[config.mk]
export PLATFORM = sky130hd
export DESIGN_NAME = disp_arbiter
export DESIGN_NICKNAME = d
export VERILOG_FILES = /design/src/rtl/disp_arbiter.sv
export SDC_FILE = /design/constraint.sdc
export NUM_CORES = 1
export LEC_CHECK = 0
export ABC_AREA = 1
export CORE_MARGIN = 2
export CORE_UTILIZATION = 39
export DETAILED_ROUTE_END_ITERATION = 12
export PLACE_DENSITY = 0.89
export SYNTH_ARGS = -nofsm -noshare
export SYNTH_HDL_FRONTEND = slang
export SYNTH_SLANG_ARGS = --single-unit
[constraint.sdc]
create_clock -name clk -period 1.7 [get_ports clk]
set_input_delay 0.17 -clock clk [delete_from_list [all_inputs] [get_ports clk]]
set_output_delay 0.17 -clock clk [all_outputs]
set_load 0.01 [all_outputs]
[src/rtl/disp_arbiter.sv]
// disp_arbiter: round-robin owner of the seven-segment display with dwell timer and hold
// Ports:
//   clk          rising-edge clock
//   rst_i        synchronous active-high reset
//   req_i[3:0]   level request per source
//   data_i[127:0] source words, source i at [32*i+31:32*i]
//   hold_i       freezes the dwell counter
//   grant_o[3:0] one-hot owner, zero when idle
//   src_o[1:0]   owner index, keeps the last owner while idle
//   busy_o       an owner is granted
//   data_o[31:0] registered owner word for the display driver
module disp_arbiter #(
    parameter int DWELL_CLOCKS = 50_000_000
) (
    input  logic         clk,
    input  logic         rst_i,
    input  logic [3:0]   req_i,
    input  logic [127:0] data_i,
    input  logic         hold_i,
    output logic [3:0]   grant_o,
    output logic [1:0]   src_o,
    output logic         busy_o,
    output logic [31:0]  data_o
);
    localparam int CW = $clog2(DWELL_CLOCKS);
    typedef enum logic {IDLE, SHOW} state_t;
    state_t        state_q, state_d;
    logic [1:0]    owner_q, owner_d, last_q, last_d, win;
    logic [CW-1:0] cnt_q, cnt_d;
    logic [31:0]   data_q, data_d;
    logic          ev, go;
    always_ff @(posedge clk) begin
        if (rst_i) begin
            state_q <= IDLE;
            owner_q <= 2'd0;
            last_q  <= 2'd3;
            cnt_q   <= '0;
            data_q  <= '0;
        end else begin
            state_q <= state_d;
            owner_q <= owner_d;
            last_q  <= last_d;
            cnt_q   <= cnt_d;
            data_q  <= data_d;
        end
    end
    // Scan from farthest to nearest so the first requester after last_q wins;
    // offset 4 wraps to last_q itself, which lets a lone owner keep the display.
    always_comb begin
        win = last_q;
        for (int k = 4; k >= 1; k--)
            if (req_i[last_q + 2'(k)]) win = last_q + 2'(k);
    end
    // In SHOW last_q always equals owner_q, so one search base serves both states.
    always_comb begin
        ev      = !req_i[owner_q] || (cnt_q == CW'(DWELL_CLOCKS - 1) && !hold_i);
        go      = state_q == IDLE || ev;
        state_d = go ? (|req_i ? SHOW : IDLE) : state_q;
        owner_d = go && |req_i ? win : owner_q;
        last_d  = go && |req_i ? win : last_q;
        cnt_d   = go ? '0 : (hold_i ? cnt_q : cnt_q + 1'b1);
        data_d  = state_d == SHOW ? data_i[{owner_d, 5'd0} +: 32] : 32'h0;
    end
    always_comb begin
        busy_o  = state_q == SHOW;
        grant_o = busy_o ? 4'b0001 << owner_q : 4'b0000;
        src_o   = owner_q;
        data_o  = data_q;
    end
endmodule
Word-level counts from Yosys, hierarchy flattened. Cells that the tools add are included.

Register bits: 63. Bits in latches: 0. Bits in writable memories: 0. Bits in read-only memories: 0. Input bits: 135. Output and inout port bits: 39. Memories kept: 0.

$add $sub $neg: 4. Multiply operators: 0. Div/mod/pow operators: 0. Magnitude comparators: 4. Eq/ne operators: 1. Shift operators: 2. Multiplexer cells: 15. Bitwise gates (word level): 2. Reductions and logical operators: 9.

Operators by type and width (number): variable part select 128 x 8 -> 32 bit (1); adder 26 x 1 -> 26 bit, second input constant (1); == test 26 bit, second input constant (1); < comparator 2 x 3 -> 1 bit, second input constant (4); binary-select mux 1 bit (select 2 bit) (4); 2-to-1 mux 2 bit (4); 2-to-1 mux 1 bit (6); adder 2 bit, second input constant (2); 2-to-1 mux 4 bit (1); OR reduction 2 bit (2); OR reduction 4 bit (1); << shifter 1 x 2 -> 4 bit, first input constant (1); adder 2 x 1 -> 2 bit, second input constant (1); logical AND 1 bit (2); logical NOT 1 bit (2); logical OR 1 bit (2); inverter 1 bit (2).

Longest topological paths before layout. Gate-level depths: netlist of the first run.

Depth after elaboration: 8. Mapped depth: 17. Mapped depth without buffers: 15.

Worst setup path after synthesis of the first run. Ideal clock, no wire load.

Path kind: flip-flop to flip-flop. Start point: reg cnt_q[1]. End point: reg data_q[0] (netlist: data_o[0]). Library setup time: 0.132 ns. Data arrival time: 1.708 ns. Data required time: 1.568 ns. Slack: -0.141 ns. Stages on the path, launching flop included: 15. Period minus slack after synthesis: 1.841 ns. Path through: dfxtp_1 > ha_1 > nand2_1 > nor2_2 > nand2_1 > nor2_1 > nand2_1 > nand2_1 > nand2_2 > nand2_1 > buf_2 > buf_2 > nand3_1 > nand3_1 > a21oi_1.

Word-level cells in the longest chain between the ends: 7.

RTL lines: start: declaration (line 29) `logic [CW-1:0] cnt_q, cnt_d;`; start signal: assignment (line 43) `cnt_q <= cnt_d;`; == test 26 bit * (line 56) `ev = !req_i[owner_q] || (cnt_q == CW'(DWELL_CLOCKS - 1) && !hold_i);`; logical AND 1 bit * (line 56); logical OR 1 bit * (line 56); logical OR 1 bit * (line 57) `go = state_q == IDLE || ev;`; logical AND 1 bit or 2-to-1 mux 1 bit (tied branches) (line 59, 58); 2-to-1 mux 2 bit or inverter 1 bit (tied branches); variable part select 128 x 8 -> 32 bit or OR reduction 2 bit (tied branches); end signal: assignment (line 44) `data_q <= data_d;`; end: declaration (line 30) `logic [31:0] data_q, data_d;`.

Mark *: on every way between the ends. The rest lies on a longest branch, timed or not. A chain may end at the register's enable or synchronous reset.

Worst setup path in the final report of the first run.
Start point: reg cnt_q[1]. End point: reg data_q[22] (netlist: data_o[22]).

The elaborated chain is that of the path after synthesis.

==> results.txt, run 1 <==
Post-synth EDFFs - 0
Finished Layout Cells - 1,063
Setup ws final - -0.327 ns
# Max-Cap Violations - 0
Final period util - 119%
CP endpoint kind - flip-flop
DR pass1 iterations - 5
Placed insts - 1,031
Failing checks - setup timing
CTS buffer count - 9
Worst skew pair latency - 0.34 ns
Area of the core - 10,200 um2
Std cell rows - 37
Residual DRC - 0
GPL Wtd Cong - 0.858
Worst Path Class, Setup - flip-flop to flip-flop
Clock-pin slew on the worst setup and hold paths - 0.08 ns
Worst R2R Start - cnt_q[1]
Vias - 5,263
Clock net sink count - 63
Top FF cell, synth - dfxtp_1
GR Overflow Total - 0
Worst Hold Launch - data_i[27]
Footprint of the multi-input gates - 2310 um2
Maximum buffer depth of the clock tree - 2
Post-synth top area share - 31.2%
1st-iter DRT viols - 324
Final setup violation count - 46
Area contributors post-synth - dfxtp_1 (31%), nand3_1 (22%), inv_1 (15%), nand2_1 (11%), a21oi_1 (5.4%)
Min Tclk post-route - 2.03 ns
CP max FO - 10
Final Skew - 0.0123 ns
Lkg Pwr - 3.66 nW
Startpoint Class - flip-flop
Power Density - 1700 nW/um2
Register area - 1270 um2
Full die area - 11,200 um2
IO buf count - 173
Syn-to-layout area delta - 80.5%
Antenna Violating Nets Remaining - 0
Slew margin rel. - 80.1%
Synth async-reset ratio - 0%
Pwr Total - 0.0124 W
I/O Pins - 174
Die width - 106 um
Initial antenna violation count - 0
Critical path origin - cnt_q[1]
Tightest Hold Check Type - input pin to flip-flop
Worst EP arrival - 2.29 ns
Final Hold Vio Count - 0
Syn Inst Count - 676
GRT Overall Usage - 25.6%
Worst vdd ir - 1.55 mV
Worst EP required - 1.96 ns
Starting Density - 39.7%
Syn_area_per_cell - 5.99 um2
Mapped Area - 4050 um2
Routed wire length - 14,700 um
Global-route wire length before repair - 23,100 um
Worst-margin pin slew - 0.297 ns
Synthesis Warnings - 0
Final net count - 1,060
Part of the Yosys area used for sequential elements - 31.2%
Layout cells sized above 1 - 20.1%
F_max - 493 MHz
Total nets after synthesis - 812
Pin count of the biggest net entering global routing - 32
Post-synth cell types - 28
Drt via density - 4.95
Synth area leader - dfxtp_1
Count leader, synth - nand3_1
Fin Hold WS - 0.464 ns
Vias in the first global route - 5,067
Unrepaired setup endpoints after global routing - yes
Status - complete, but fails checks
Post-DP HPWL - 10,100 um
H-tree Lvls - 3
Die height - 106 um
Root Buffer - clkbuf_8
Flip-flop and latch count after synthesis - 63
Fill cells - 791
Synth top cells by count - nand3_1 (176), inv_1 (157), nand2_1 (114)
Wire per inst - 13.8 um
Max-slew violation count - 0
Antenna diodes - 0
CTS tree - built
## metal layers
layer / wire (um) / global-route usage (%) / part of all wire (%) / vias up
met1: 5630 / 29.1 / 38 / 2393
met5: 0 / 0 / 0 / -
li1: - / - / - / 2603
met2: 7610 / 46.5 / 52 / 233
met4: 349 / 8.18 / 2.4 / 0
met3: 1090 / 6.49 / 7.4 / 34
## through the flow
step / setup TNS, ns / setup WS (ns) / area [um2] / util (%)
floorplan: -1.05 / -0.0349 / 4200 / -
global placement: -16.55 / -0.428 / 6530 / 64.1
detailed placement: -20.16 / -0.477 / 6530 / 64.1
CTS: -6.31 / -0.194 / 7110 / 69.8
global route: -16.10 / -0.455 / 7300 / 71.7
finish: -9.88 / -0.327 / 7300 / 71.7
## kinds of logic (layout without fill, tap and decap cells)
family / count (synthesis) / in the layout / synth area share (%)
simple gates: 346 / 346 / 38.8
buf+inv: 196 / 447 / 19.3
flops: 63 / 63 / 31.2
compound gates: 58 / 58 / 7.79
xor+xnor: 12 / 12 / 2.60
fa+ha+maj: 1 / 1 / 0.309
## power by group
part / total, W / switching [W] / leakage (nW) / internal (W)
sequential: 0.00197 / 0.000125 / 0.520 / 0.00185
clock: 0.00141 / 0.000604 / 0.0982 / 0.000808
combinational: 0.00902 / 0.00480 / 3.05 / 0.00421
total: 0.0124 / 0.00553 / 3.66 / 0.00687
## final timing paths
check | end | slack, ns | depth (start not counted)
max | data_o[22] | -0.33 | 13
min | data_o[27] | 0.46 | 5
max reg2reg | data_o[22] | -0.33 | 13
min reg2reg | cnt_q[22] | 0.48 | 2
## worst max-delay path, cell delays in order (launching register included)
cell     delay [ns]
dfxtp_4        0.36
ha_4           0.15
nand2_4        0.06
nor2_4         0.10
nand2_1        0.08
nor2_1         0.13
nand2_2        0.10
a21oi_4        0.25
buf_6          0.16
nand2_8        0.08
buf_12         0.16
nand3_1        0.07
nand3_1        0.07
a21oi_1        0.17
## state kept, by name, indices dropped and copies added (netlist names)
name,cells
busy_o,1
cnt_q,26
last_q,2
src_o,2
data_o,32
## layout by cell type (no fill, tap or decap), types with 11 or more instances in the layout
master,n
dfxtp_1,57
nand3_2,14
nor3_1,12
a21oi_1,37
nand2_4,11
buf_4,69
buf_12,12
nand2_1,93
inv_1,152
nand3_1,162
buf_6,15
nor2_1,30
clkdlybuf4s50_1,169
## timing repair
action                                  CTS  global route
resized for setup                        69            44
endpoints found under the setup margin   58            61
setup buffers                             9             8
pin swaps                                18            20
cloned                                    4             0
hold buffers                              0             0
## area by class of cell
cell class / count / area share (%)
repair buffers: 272 / 37.5
multi-input cells: 417 / 31.7
flip-flops and latches: 63 / 17.4
inverters: 161 / 8.34
well taps: 136 / 2.33
clock buffers: 10 / 1.75
clock inverters: 4 / 0.994
(Power assumes the default switching activity.)
==> run 2, diff against run 1 <==
Settings changed: CAP_MARGIN from default to 0, CORE_MARGIN 2 to 5.
==> results.txt, run 2 (synthesis results as in run 1) <==
Worst-margin pin slew - 0.323 ns (+0.0255 ns)
Failing checks - setup timing
Clock net sink count - 63 (unchanged)
Setup TNS - -11.77 ns (-1.88 ns)
GRT Overall Usage - 23.7% (-1.9 points)
Min Tclk post-route - 2.05 ns (+0.0265 ns)
CP max FO - 7 (-3)
Global-route wire length before repair - 24,300 um (+5.4%)
Critical path origin - cnt_q[0]
Syn-to-layout area delta - 83.8%
Pwr Total - 0.0132 W (+6.2%)
Commonest non-fill, non-tap cell in the layout - clkdlybuf4s50_1
Fin Hold WS - 0.472 ns (+0.00788 ns)
Drt via density - 5.00 (+1.0%)
CP endpoint kind - flip-flop
Antenna diodes - 0 (unchanged)
Worst vdd ir - 1.22 mV (-21%)
Clk pwr share - 9.8% (-1.6 points)
Startpoint Class - flip-flop
Full die area - 12,500 um2 (+12%)
Fill cells - 735 (-7.1%)
Setup ws final - -0.353 ns (-0.0265 ns)
DR pass1 iterations - 5 (unchanged)
Lkg Pwr - 3.67 nW (about the same)
Worst EP required - 1.97 ns (about the same)
Worst Hold Launch - data_i[15]
Layout cells sized above 1 - 22.5% (+2.4 points)
Area of the core - 10,200 um2 (+0.45%)
Worst skew pair latency - 0.35 ns (about the same)
Worst R2R Start - cnt_q[0]
Hold Path End - data_o[15]
IO buf count - 173 (unchanged)
Reg2reg end - data_o[22]
Sequential Power Share - 15.1% (-0.8 points)
Final net count - 1,056 (-0.38%)
Residual DRC - 0 (unchanged)
Worst EP arrival - 2.32 ns (+0.03 ns)
Unrepaired setup endpoints after global routing - yes
Status - complete, but fails checks
GPL Wtd Cong - 0.842 (-1.9%)
Flop-to-flop setup slack - -0.35 ns (-0.03 ns)
Final setup violation count - 59 (+28%)
Final Skew - 0.0150 ns (+0.00264 ns)
Final period util - 121% (+1.6 points)
Antenna Violating Nets Remaining - 0 (unchanged)
Vias in the first global route - 5,116 (+0.97%)
Internal - 0.00709 W (+3.1%)
Worst Path Class, Setup - flip-flop to flip-flop
Final Hold Vio Count - 0 (unchanged)
Vias - 5,307 (+0.84%)
# Max-Cap Violations - 0 (unchanged)
Clock-pin slew on the worst setup and hold paths - 0.08 ns (about the same)
P_sw - 0.00609 W (+10%)
I/O Pins - 174 (unchanged)
Worst-case reg-to-reg path depth - 13 (unchanged)
F_max - 487 MHz (-1.3%)
Slew margin rel. - 78.3% (-1.8 points)
Pin count of the biggest net entering global routing - 33 (+3.1%)
Root Buffer - clkbuf_8
Logic pwr share - 75.1% (+2.4 points)
1st-iter DRT viols - 450 (+39%)
H-tree Lvls - 3 (unchanged)
Std cell rows - 37 (unchanged)
Wire per inst - 15.1 um (+9.3%)
Footprint of the multi-input gates - 2470 um2 (+6.7%)
GR Overflow Total - 0 (unchanged)
CTS tree - built
CTS buffer count - 9 (unchanged)
Routed wire length - 16,000 um (+9.1%)
Initial antenna violation count - 0 (unchanged)
Sw Share - 46.2% (+1.6 points)
Register area - 1270 um2 (-0.59%)
Starting Density - 39.5% (-0.18 points)
Max-slew violation count - 0 (unchanged)
Post-CTS Hold Buffers - 0 (unchanged)
Pre-CTS setup slack - -0.426 ns (+0.0500 ns)
Die height - 112 um (+5.7%)
Die width - 112 um (+5.7%)
Hold depth - 5 (unchanged)
Post-DP HPWL - 10,800 um (+6.6%)
Maximum buffer depth of the clock tree - 2 (unchanged)
Tightest Hold Check Type - input pin to flip-flop
Max reg flops - 32 (unchanged)
Final Core Density - 72.7% (+1.0 points)
Power Density - 1770 nW/um2 (+4.3%)
Most frequent cells in the layout - clkdlybuf4s50_1 (169), inv_1 (153), nand3_1 (137), nand2_1 (100), buf_4 (67)
-- run 2: metal layers --
metal | track usage [%] | vias to the layer above | share of wire (%)
met5 | 0 | - | 0
met4 | 8.60 | 0 | 3.2
met3 | 8.21 | 43 | 8.6
met2 | 43.4 | 236 | 52
met1 | 24.9 | 2437 | 36
li1 | - | 2591 | -
-- run 2: what timing repair did --
item / CTS / global route
hold endpoints to repair: 0 / 0
cloned: 4 / 2
buffers inserted: 9 / 4
endpoints found under the setup margin: 63 / 61
pin swaps: 17 / 26
resized for setup: 44 / 79
-- run 2: final cells by class --
cell class	count	area share, %
Clock buffer	10	1.72
Clock inverter	6	0.824
Inverter	161	8.19
Multi-Input combinational cell	417	33.2
Sequential cell	63	17.0
Tap cell	136	2.29
Timing Repair Buffer	267	36.7
Timing Repair inverter	1	0.101
-- run 2: critical path: stages, from the launching register on --
cell	delay, ns
dfxtp_2	0.35
ha_4	0.16
nand2_4	0.06
nor2_4	0.11
nand2_1	0.09
nor2_2	0.12
nand2_2	0.10
a21oi_4	0.24
buf_6	0.16
nand2_8	0.09
buf_16	0.17
nand3_1	0.08
nand3_1	0.09
a21oi_1	0.14
-- run 2: worst max-delay path by stage --
stage	to	slack [ns]
finish	data_o[22]	-0.35
global route	data_o[22]	-0.45
CTS	data_o[30]	-0.26
detailed placement	data_o[27]	-0.43
global placement	data_o[1]	-0.36
floorplan	data_o[19]	-0.03
-- run 2: through the flow --
| step | std cells | cell area [um2] |
|---|---|---|
| 3_5_place_dp | 1027 | 6530 |
| 4_1_cts | 1056 | 7020 |
| 2_1_floorplan | 676 | 4200 |
| 6_report | 1061 | 7440 |
| 3_3_place_gp | 1027 | 6530 |
| 5_1_grt | 1061 | 7440 |
-- run 2: power by group through the flow --
stage	combinational [W]	sequential (W)	clock (W)
global placement	0.00755	0.00200	0
finish	0.00989	0.00199	0.00129
floorplan	0.00490	0.00216	0
global route	0.0107	0.00202	0.00137
detailed placement	0.00768	0.00202	0
CTS	0.00855	0.00199	0.00131
